File: src/rtl/sync_fifo.sv
// sync_fifo: single-clock FIFO with registered read data, flags and occupancy (i_clock, active-low sync i_reset, i_write/i_wdata push, i_read pop, o_rdata/o_empty/o_full/o_queued)
module sync_fifo #(
  parameter int DEPTH = 32,
  parameter int WIDTH = 32
) (
  input  logic             i_clock,
  input  logic             i_reset,
  input  logic             i_write,
  input  logic [WIDTH-1:0] i_wdata,
  input  logic             i_read,
  output logic [WIDTH-1:0] o_rdata,
  output logic             o_empty,
  output logic             o_full,
  output logic [15:0]      o_queued
);
  localparam int AW = $clog2(DEPTH);
  logic [WIDTH-1:0] mem [DEPTH];
  logic [AW-1:0] wr_ptr, rd_ptr;
  logic push, pop;
  logic [15:0] count_n;
  always_comb begin
    push = i_write && !o_full;
    pop = i_read && !o_empty;
    count_n = o_queued + 16'(push) - 16'(pop);
  end
  always_ff @(posedge i_clock) begin
    if (!i_reset) begin
      wr_ptr <= '0;
      rd_ptr <= '0;
      o_rdata <= '0;
      o_empty <= 1'b1;
      o_full <= 1'b0;
      o_queued <= '0;
    end else begin
      if (push) wr_ptr <= wr_ptr == AW'(DEPTH - 1) ? '0 : wr_ptr + AW'(1);
      if (pop) begin
        o_rdata <= mem[rd_ptr];
        rd_ptr <= rd_ptr == AW'(DEPTH - 1) ? '0 : rd_ptr + AW'(1);
      end
      o_queued <= count_n;
      o_empty <= count_n == 16'd0;
      o_full <= count_n == 16'(DEPTH);
    end
  end
  always_ff @(posedge i_clock)
    if (i_reset && push) mem[wr_ptr] <= i_wdata;
endmodule

File: config.mk
export PLATFORM = sky130hd
export DESIGN_NAME = sync_fifo
export DESIGN_NICKNAME = d
export VERILOG_FILES = /design/src/rtl/sync_fifo.sv
export SDC_FILE = /design/constraint.sdc
export NUM_CORES = 1
export LEC_CHECK = 0
export CORE_UTILIZATION = 50
export CTS_CLUSTER_SIZE = 8
export DETAILED_ROUTE_END_ITERATION = 10
export GPL_TIMING_DRIVEN = 1
export PLACE_DENSITY_LB_ADDON = 0.25
export SETUP_SLACK_MARGIN = 0.02
export SLEW_MARGIN = 5
export SYNTH_ARGS = -nofsm -noshare
export SYNTH_HDL_FRONTEND = slang
export SYNTH_SLANG_ARGS = --single-unit
File: constraint.sdc
create_clock -name i_clock -period 6.2 [get_ports i_clock]
set_input_delay 1.24 -clock i_clock [delete_from_list [all_inputs] [get_ports i_clock]]
set_output_delay 1.24 -clock i_clock [all_outputs]
set_load 0.005 [all_outputs]
==> results of run 1 <==
[synth_stat cells (all sizes together) (3+ instances only)]
cell and instances:
a211o 3, a211oi 47, a21o 5, a21oi 66, and2 13, and3 5, buf 42, clkbuf 72
clkinv 3, dfxtp 60, edfxtp 1024, ha 23, inv 20, mux2 30, mux2i 107, mux4 230
nand2 53, nand2b 5, nand3 7, nand3b 3, nor2 75, nor3 19, o21ai 44, o221ai 30
o22ai 30, o31ai 3, xnor2 6, xor2 6
[metal layers]
layer,GRT usage [%],up-vias
li1,-,8876
met1,34.30,11200
met2,38.33,905
met3,4.704,138
met4,6.727,0
met5,0,-
[cell usage in the layout (no fill, tap or decap), types with 3 or more instances in the layout]
master           instances
o21ai_0                 34
inv_1                   20
dfxtp_1                 55
inv_16                   3
buf_12                   5
mux2_2                  30
and2_1                  13
nor2_1                  43
clkdlybuf4s50_1         84
dfxtp_4                  4
clkbuf_16              156
o221ai_1                30
inv_6                    3
mux2i_1                107
o21ai_1                  8
a21oi_1                 63
a21o_1                   4
and3_1                   4
mux4_2                 230
a211o_1                  3
a211oi_1                47
o31ai_1                  3
xor2_1                   6
nand2_1                 53
clkbuf_1                42
edfxtp_1              1024
clkinv_8                 3
nand3b_1                 3
nand2b_1                 4
ha_1                    23
nor3_1                  19
o22ai_1                 30
buf_4                   55
xnor2_1                  6
nor2_4                  32
nand3_1                  7
[path summary, 6_finish.rpt]
check | end | slack (ps) | cells past startpoint
max | o_full$_SDFF_PN0_ | 1360 | 17
min | o_rdata[12]$_SDFFE_PN0P_ | 500 | 2
max reg2reg | o_full$_SDFF_PN0_ | 2060 | 16
min reg2reg | o_rdata[12]$_SDFFE_PN0P_ | 500 | 2
[metrics by stage]
stage,hold slack (ps),instances,setup WS (ps)
floorplan,491.4,2059,1489
global placement,488.2,3160,762.4
detailed placement,495.1,3160,693.7
CTS,502.0,3370,1413
global route,515.3,3370,893.8
finish,500.2,3370,1365
[cell type report]
cell class	count	area, sq um	area share (%)
Sequential cell	1084	31970	65.59
Multi-Input combinational cell	838	9702	19.91
Inverter	23	86.33	0.1771
Clock inverter	12	225.2	0.4621
Timing Repair Buffer	145	1359	2.788
Tap cell	1070	1339	2.747
Clock buffer	198	4061	8.333
[power by group]
part           internal [W]  switching (W)
combinational      0.000635       0.000793
clock               0.00457        0.00293
sequential          0.00811      0.0000701
total                0.0133        0.00380
[registers in the layout, summed over array words and instances (netlist names)]
name,cells
o_rdata,32
mem,1024
o_queued,16
rd_ptr,5
o_full,1
wr_ptr,5
o_empty,1
[critical path, stage by stage]
cell,delay (ps)
clkdlybuf4s50_1,460
nor2b_1,150
buf_4,170
clkinv_1,210
ha_1,330
inv_1,60
ha_1,160
inv_1,70
fa_1,410
nand2b_1,230
a21o_1,200
a2111oi_0,480
o21ai_0,190
a211o_1,300
nand4bb_1,170
or4_1,430
nor3b_1,210
[logic make-up after synthesis]
logic type	after synthesis
buf+inv	137
mux	367
fa+ha+maj	24
compound gates	240
flops	1084
simple gates	195
xor+xnor	12
==> results by group, run 1 <==
Status
  – Status: completed

STA
  – Max-slew headroom: a little under an eighth
  – RSZ-0062 raised after global routing: no
  – Setup_tns: 0 ps
  – Fin. max-slew vios: 0
  – Final period utilization: between 70% and 80%
  – Fmax: just over 200 MHz
  – Final hold vios: 0
  – Measured slew at the worst slew-check pin: ~1300 ps
  – Setup Viol. Count Final: 0
  – Clk_skew: 21.15 ps
  – Min cycle time layout: slightly below 5000 ps

Clocking
  – PostCTS Resize Cnt: 0
  – Post-CTS setup repair buffer count: 0
  – Total clock sinks: about 1100
  – Post-CTS Hold Buffers: 0
  – Clock transition at path regs: about 50 ps
  – Clock Latency Late Sink: 730 ps
  – Clock buffer count from CTS: between 150 and 200
  – Root Driver: clkbuf_16
  – Clock Tree Buf Depth: 3
  – CTS tree: yes
  – H-tree depth: 4

Layout
  – Layout cells sized above 1: between 20% and 30%
  – Finished Cell Area: slightly below 50000 sq um
  – Final core occ: 59.07%
  – Final nets: between 2000 and 2500
  – Filler Cells Inserted: roughly 6000
  – Layout area overhead: 16.16%
  – ANT cells: 0

Worst setup path
  – Critical Path Source: i_write
  – Startpoint Class: primary input
  – Crit end category: flip-flop
  – CP Data Required Time: approximately 6800 ps
  – Worst flop-to-flop path startpoint: o_full$_SDFF_PN0_
  – WS Path Type: primary input to flip-flop
  – Worst endpoint data arrival time: 5480 ps
  – Crit-path max FO: 8

Route
  – Highest routed layer: met4
  – Initial DRT Pass Iterations: 5
  – Vias: ~21000
  – Drt via density: between 6 and 7
  – DR WL/cell: slightly below 30 um
  – Met1 WL: ~42000 um
  – DRT iter0 DRCs: around 2300
  – DRT Wirelength: 100100 um
  – DRC: 0
  – DR WL met3: between 7000 and 8000 um
  – Routed Antenna Nets: 0
  – Met2 Routed Length: 48710 um

GRT
  – Grt ovf: 0
  – Gr usage total: around 24%
  – First-pass GRT wire length: between 100000 and 150000 um
  – Largest net degree at the start of global routing: approximately 130
  – Initial antenna violation count: 0
  – Vias in the first global route: 21550

Yosys
  – Synthesized flop and latch total: 1084
  – Post-Syn Nets: approximately 2100
  – Syn_area_per_cell: around 20 sq um
  – Top cells by area, synth: edfxtp_1 73%, mux4_2 12%, dfxtp_1 2.9%, mux2i_1 2.6%, a211oi_1 0.84%
  – Synth Area in Simple Gates: about 2.1%
  – Post-Syn Area: 41960 sq um
  – Synth cell types: between 50 and 60
  – Compound-Gate Fraction of Synth Area: under 10%
  – Proportion of synthesized area in mux cells: 15.70%
  – Area share of fa/ha/maj cells after synthesis: less than 1%
  – Async SR Flop Fraction: 0%
  – Synth Flop Type: edfxtp_1
  – Largest family of logic cells by synthesized area: multiplexers
  – Warnings from Yosys: 0
  – Synth Area in XOR/XNOR: less than 1%
  – Cells after Synth: about 2100
  – EDFF count, synth: 1024
  – Top cell type's share of synthesized area: about three quarters
  – Cell taking the most area after synthesis: edfxtp_1
  – Sequential-to-total area share from yosys stat: approximately three quarters

Place
  – Buffers on Ports: 85
  – Dpl hpwl: roughly 57000 um
  – Cell Area, Placed: ~44000 sq um
  – Gpl congestion: approximately 0.83

Die
  – Standard-cell row count: 105
  – Core area: 82500 sq um
  – I/O pins: 86
  – Die ar.: 85080 sq um
  – Die Ht: between 200 and 300 um
  – Initial Utilization: approximately half
  – Die width: about 290 um

Min path
  – Type of the worst min-delay path: flip-flop to flip-flop
  – Hold_sp: o_rdata[12]$_SDFFE_PN0P_

Run
  – Max cap viols: 0

Power and ir drop
  – Pwr dens: about 350 nW/um^2
  – Tot Pwr: roughly 0.017 W
  – Peak VDD IR: 263.2 uV
  – Leakage: 14.92 nW
Note: power is estimated with default switching activity, not from simulation.
==> run 2, diff against run 1 <==
==> constraint.sdc (replaced) <==
create_clock -name i_clock -period 4.1 [get_ports i_clock]
set_input_delay 0.82 -clock i_clock [delete_from_list [all_inputs] [get_ports i_clock]]
set_output_delay 0.82 -clock i_clock [all_outputs]
set_load 0.005 [all_outputs]
==> results by group, run 2 (same netlist as run 1, synthesis figures left out) <==
Worst setup path
  – Startpoint Class: primary input (unchanged)
  – R2r endpoint: o_empty$_SDFF_PN1_ (was o_full$_SDFF_PN0_)
  – Worst endpoint data arrival time: 4490 ps (was 5480 ps)
  – R2R cell count: 15 (was 16)
  – Worst flop-to-flop path startpoint: o_empty$_SDFF_PN1_ (was o_full$_SDFF_PN0_)
  – CP Cell Sequence: clkdlybuf4s50_1 > nor2b_2 > clkinv_2 > ha_1 > inv_1 > ha_1 > inv_1 > fa_1 > nand2b_4 > a21o_1 > a2111oi_2 > o21ai_1 > a211o_1 > nand4bb_1 > or4_1 > o31ai_2 (was clkdlybuf4s50_1 > nor2b_1 > buf_4 > clkinv_1 > ha_1 > inv_1 > ha_1 > inv_1 > fa_1 > nand2b_1 > a21o_1 > a2111oi_0 > o21ai_0 > a211o_1 > nand4bb_1 > or4_1 > nor3b_1)
  – Worst reg2reg setup slack: 480 ps (was 2060 ps)
  – WS Path Type: primary input to flip-flop (unchanged)
  – CP Data Required Time: 4740 ps (was 6840 ps)
  – CP max-delay cell: or4_1 (was a2111oi_0)
  – Crit end category: flip-flop (unchanged)
  – Crit-path max FO: 2 (was 8)
  – Largest stage delay on the critical path: 480 ps (about the same)

Power and ir drop
  – Pwr dens: 527.6 nW/um^2 (was 351.1 nW/um^2)
  – Part of the power in registers: 47.4% (was 47.8%)
  – Peak VDD IR: 390.7 uV (was 263.2 uV)
  – Switching power: 0.005920 W (was 0.003797 W)
  – P_int: 0.02016 W (was 0.01332 W)
  – Leakage: 15.23 nW (was 14.92 nW)
  – Comb pwr share: 8.4% (was 8.3%)
  – Switch share: 22.70% (was 22.19%)
  – Clock share of power: 44.1% (was 43.9%)
  – Tot Pwr: 0.02608 W (was 0.01711 W)

Layout
  – Most common cell after layout, fill and taps aside: edfxtp_1 (unchanged)
  – Final nets: 2345 (was 2305)
  – Final core occ: 59.91% (was 59.07%)
  – Commonest non-fill, non-tap cells in the layout: 1024 x edfxtp_1, 230 x mux4_2, 153 x clkbuf_16, 107 x mux2i_1, 85 x clkdlybuf4s50_1 (was 1024 x edfxtp_1, 230 x mux4_2, 156 x clkbuf_16, 107 x mux2i_1, 84 x clkdlybuf4s50_1)
  – Biggest register: mem (unchanged)
  – Largest regs: mem (1024), o_rdata (32), o_queued (16) (unchanged)
  – Largest register FFs: 1024 (unchanged)
  – Layout cells sized above 1: 24.66% (was 23.43%)
  – ANT cells: 0 (unchanged)
  – Layout area overhead: 17.81% (was 16.16%)
  – Post-Layout Cell Count: 3434 (was 3370)

Place
  – Gpl congestion: 0.8197 (was 0.8277)
  – Buffers on Ports: 85 (unchanged)
  – Placed cells: 3200 (was 3160)
  – Dpl hpwl: 56320 um (was 57070 um)

Route
  – Vias: 21600 (was 21110)
  – DRC: 0 (unchanged)
  – DR WL/cell: 29.78 um (was 29.71 um)
  – Initial DRT Pass Iterations: 5 (unchanged)
  – DRT Wirelength: 102300 um (was 100100 um)
  – Drt via density: 6.291 (was 6.265)
  – DRT iter0 DRCs: 2540 (was 2296)
  – Routed Antenna Nets: 0 (unchanged)

STA
  – Setup Viol. Count Final: 0 (unchanged)
  – Final period utilization: between 90% and 100%
  – Min cycle time layout: 3852 ps
  – Clk_skew: 44.94 ps (was 21.15 ps)
  – Fmax: between 200 and 300 MHz
  – RSZ-0062 raised after global routing: no (unchanged)
  – Measured slew at the worst slew-check pin: 1231 ps (was 1319 ps)
  – Setup_tns: 0 ps (unchanged)
  – WHS: 498.2 ps (was 500.2 ps)
  – Fin. max-slew vios: 0 (unchanged)
  – Final hold vios: 0 (unchanged)
  – Max-slew headroom: 17.69% (was 11.80%)

Clocking
  – PostCTS Resize Cnt: 0 (unchanged)
  – Clock buffer count from CTS: 153 (unchanged)
  – H-tree depth: 4 (unchanged)
  – Post-CTS Hold Buffers: 0 (unchanged)
  – Clock transition at path regs: 50 ps (about the same)
  – Root Driver: clkbuf_16 (unchanged)
  – Clock Tree Buf Depth: 3 (unchanged)
  – Total clock sinks: 1084 (unchanged)
  – Post-CTS setup repair buffer count: 0 (unchanged)
  – CTS tree: yes (unchanged)
  – Clock Latency Late Sink: 740 ps (was 730 ps)

GRT
  – Gr usage total: 24.47% (was 24.12%)
  – Vias in the first global route: 22080 (was 21550)
  – First-pass GRT wire length: 149100 um (was 148000 um)
  – Initial antenna violation count: 0 (unchanged)
  – Grt ovf: 0 (unchanged)
  – Largest net degree at the start of global routing: 72 (was 132)

Die
  – Die width: 291.7 um (unchanged)
  – Die Ht: 291.7 um (unchanged)
  – Die ar.: 85080 sq um (unchanged)
  – Core area: 82500 sq um (unchanged)
  – Initial Utilization: 50.86% (unchanged)
  – Standard-cell row count: 105 (unchanged)
  – I/O pins: 86 (unchanged)

Min path
  – Worst Hold Depth: 2 (unchanged)
  – Hold_sp: o_rdata[9]$_SDFFE_PN0P_ (was o_rdata[12]$_SDFFE_PN0P_)
  – Type of the worst min-delay path: flip-flop to flip-flop (unchanged)
  – Hold endpoint: o_rdata[9]$_SDFFE_PN0P_ (was o_rdata[12]$_SDFFE_PN0P_)

Run
  – Max cap viols: 0 (unchanged)

Status
  – Status: completed (unchanged)
[run 2: worst max path at each step]
stage,slack (ps),start,to,cells after the start
finish,250,i_write,o_empty$_SDFF_PN1_,16
global route,60,i_write,o_empty$_SDFF_PN1_,16
CTS,240,i_write,o_empty$_SDFF_PN1_,16
detailed placement,-490,i_write,o_empty$_SDFF_PN1_,16
global placement,-470,i_write,o_empty$_SDFF_PN1_,16
floorplan,60,i_read,o_empty$_SDFF_PN1_,16
[run 2: final cells by class]
cell class / instances / area (sq um)
clock inverters: 16 / 357.8
clock buffers: 218 / 4073
repair buffers: 185 / 1877
multi-input cells: 838 / 9728
well taps: 1070 / 1339
inverters: 23 / 88.84
fillers: 5751 / 33070
flip-flops and latches: 1084 / 31970
[run 2: through the flow]
step / worst slack [ps] / instance area [sq um]
after CTS: 238.5 / 49420
final: 248.4 / 49430
after global routing: 64.60 / 49430
after global placement: -469.7 / 44990
after floorplan: 62.59 / 41980
after detailed placement: -488.4 / 44990
[run 2: critical path: cells and delay by family]
| kind | cells | cell delay [ps] |
|---|---|---|
| and+or+nand+nor | 4 | 1000 |
| adders and majority gates | 3 | 860 |
| AOI/OAI and AO/OA | 5 | 1170 |
| buffers and inverters | 4 | 650 |
[run 2: metal layers]
metal  share of wire (%)  track usage, %  up-vias
met2                  49           39.83     1032
met4                 2.4           7.959        0
met1                  40           33.67    11390
met3                 8.0           4.491      185
met5                   0               0        -
li1                    -               -     9001
[run 2: power groups by stage]
stage | combinational, W | sequential (W) | clock [W]
final | 0.00220 | 0.0124 | 0.0115
after floorplan | 0.00142 | 0.0125 | 0
after CTS | 0.00218 | 0.0124 | 0.0117
after global placement | 0.00210 | 0.0126 | 0
after global routing | 0.00238 | 0.0124 | 0.0121
after detailed placement | 0.00218 | 0.0126 | 0
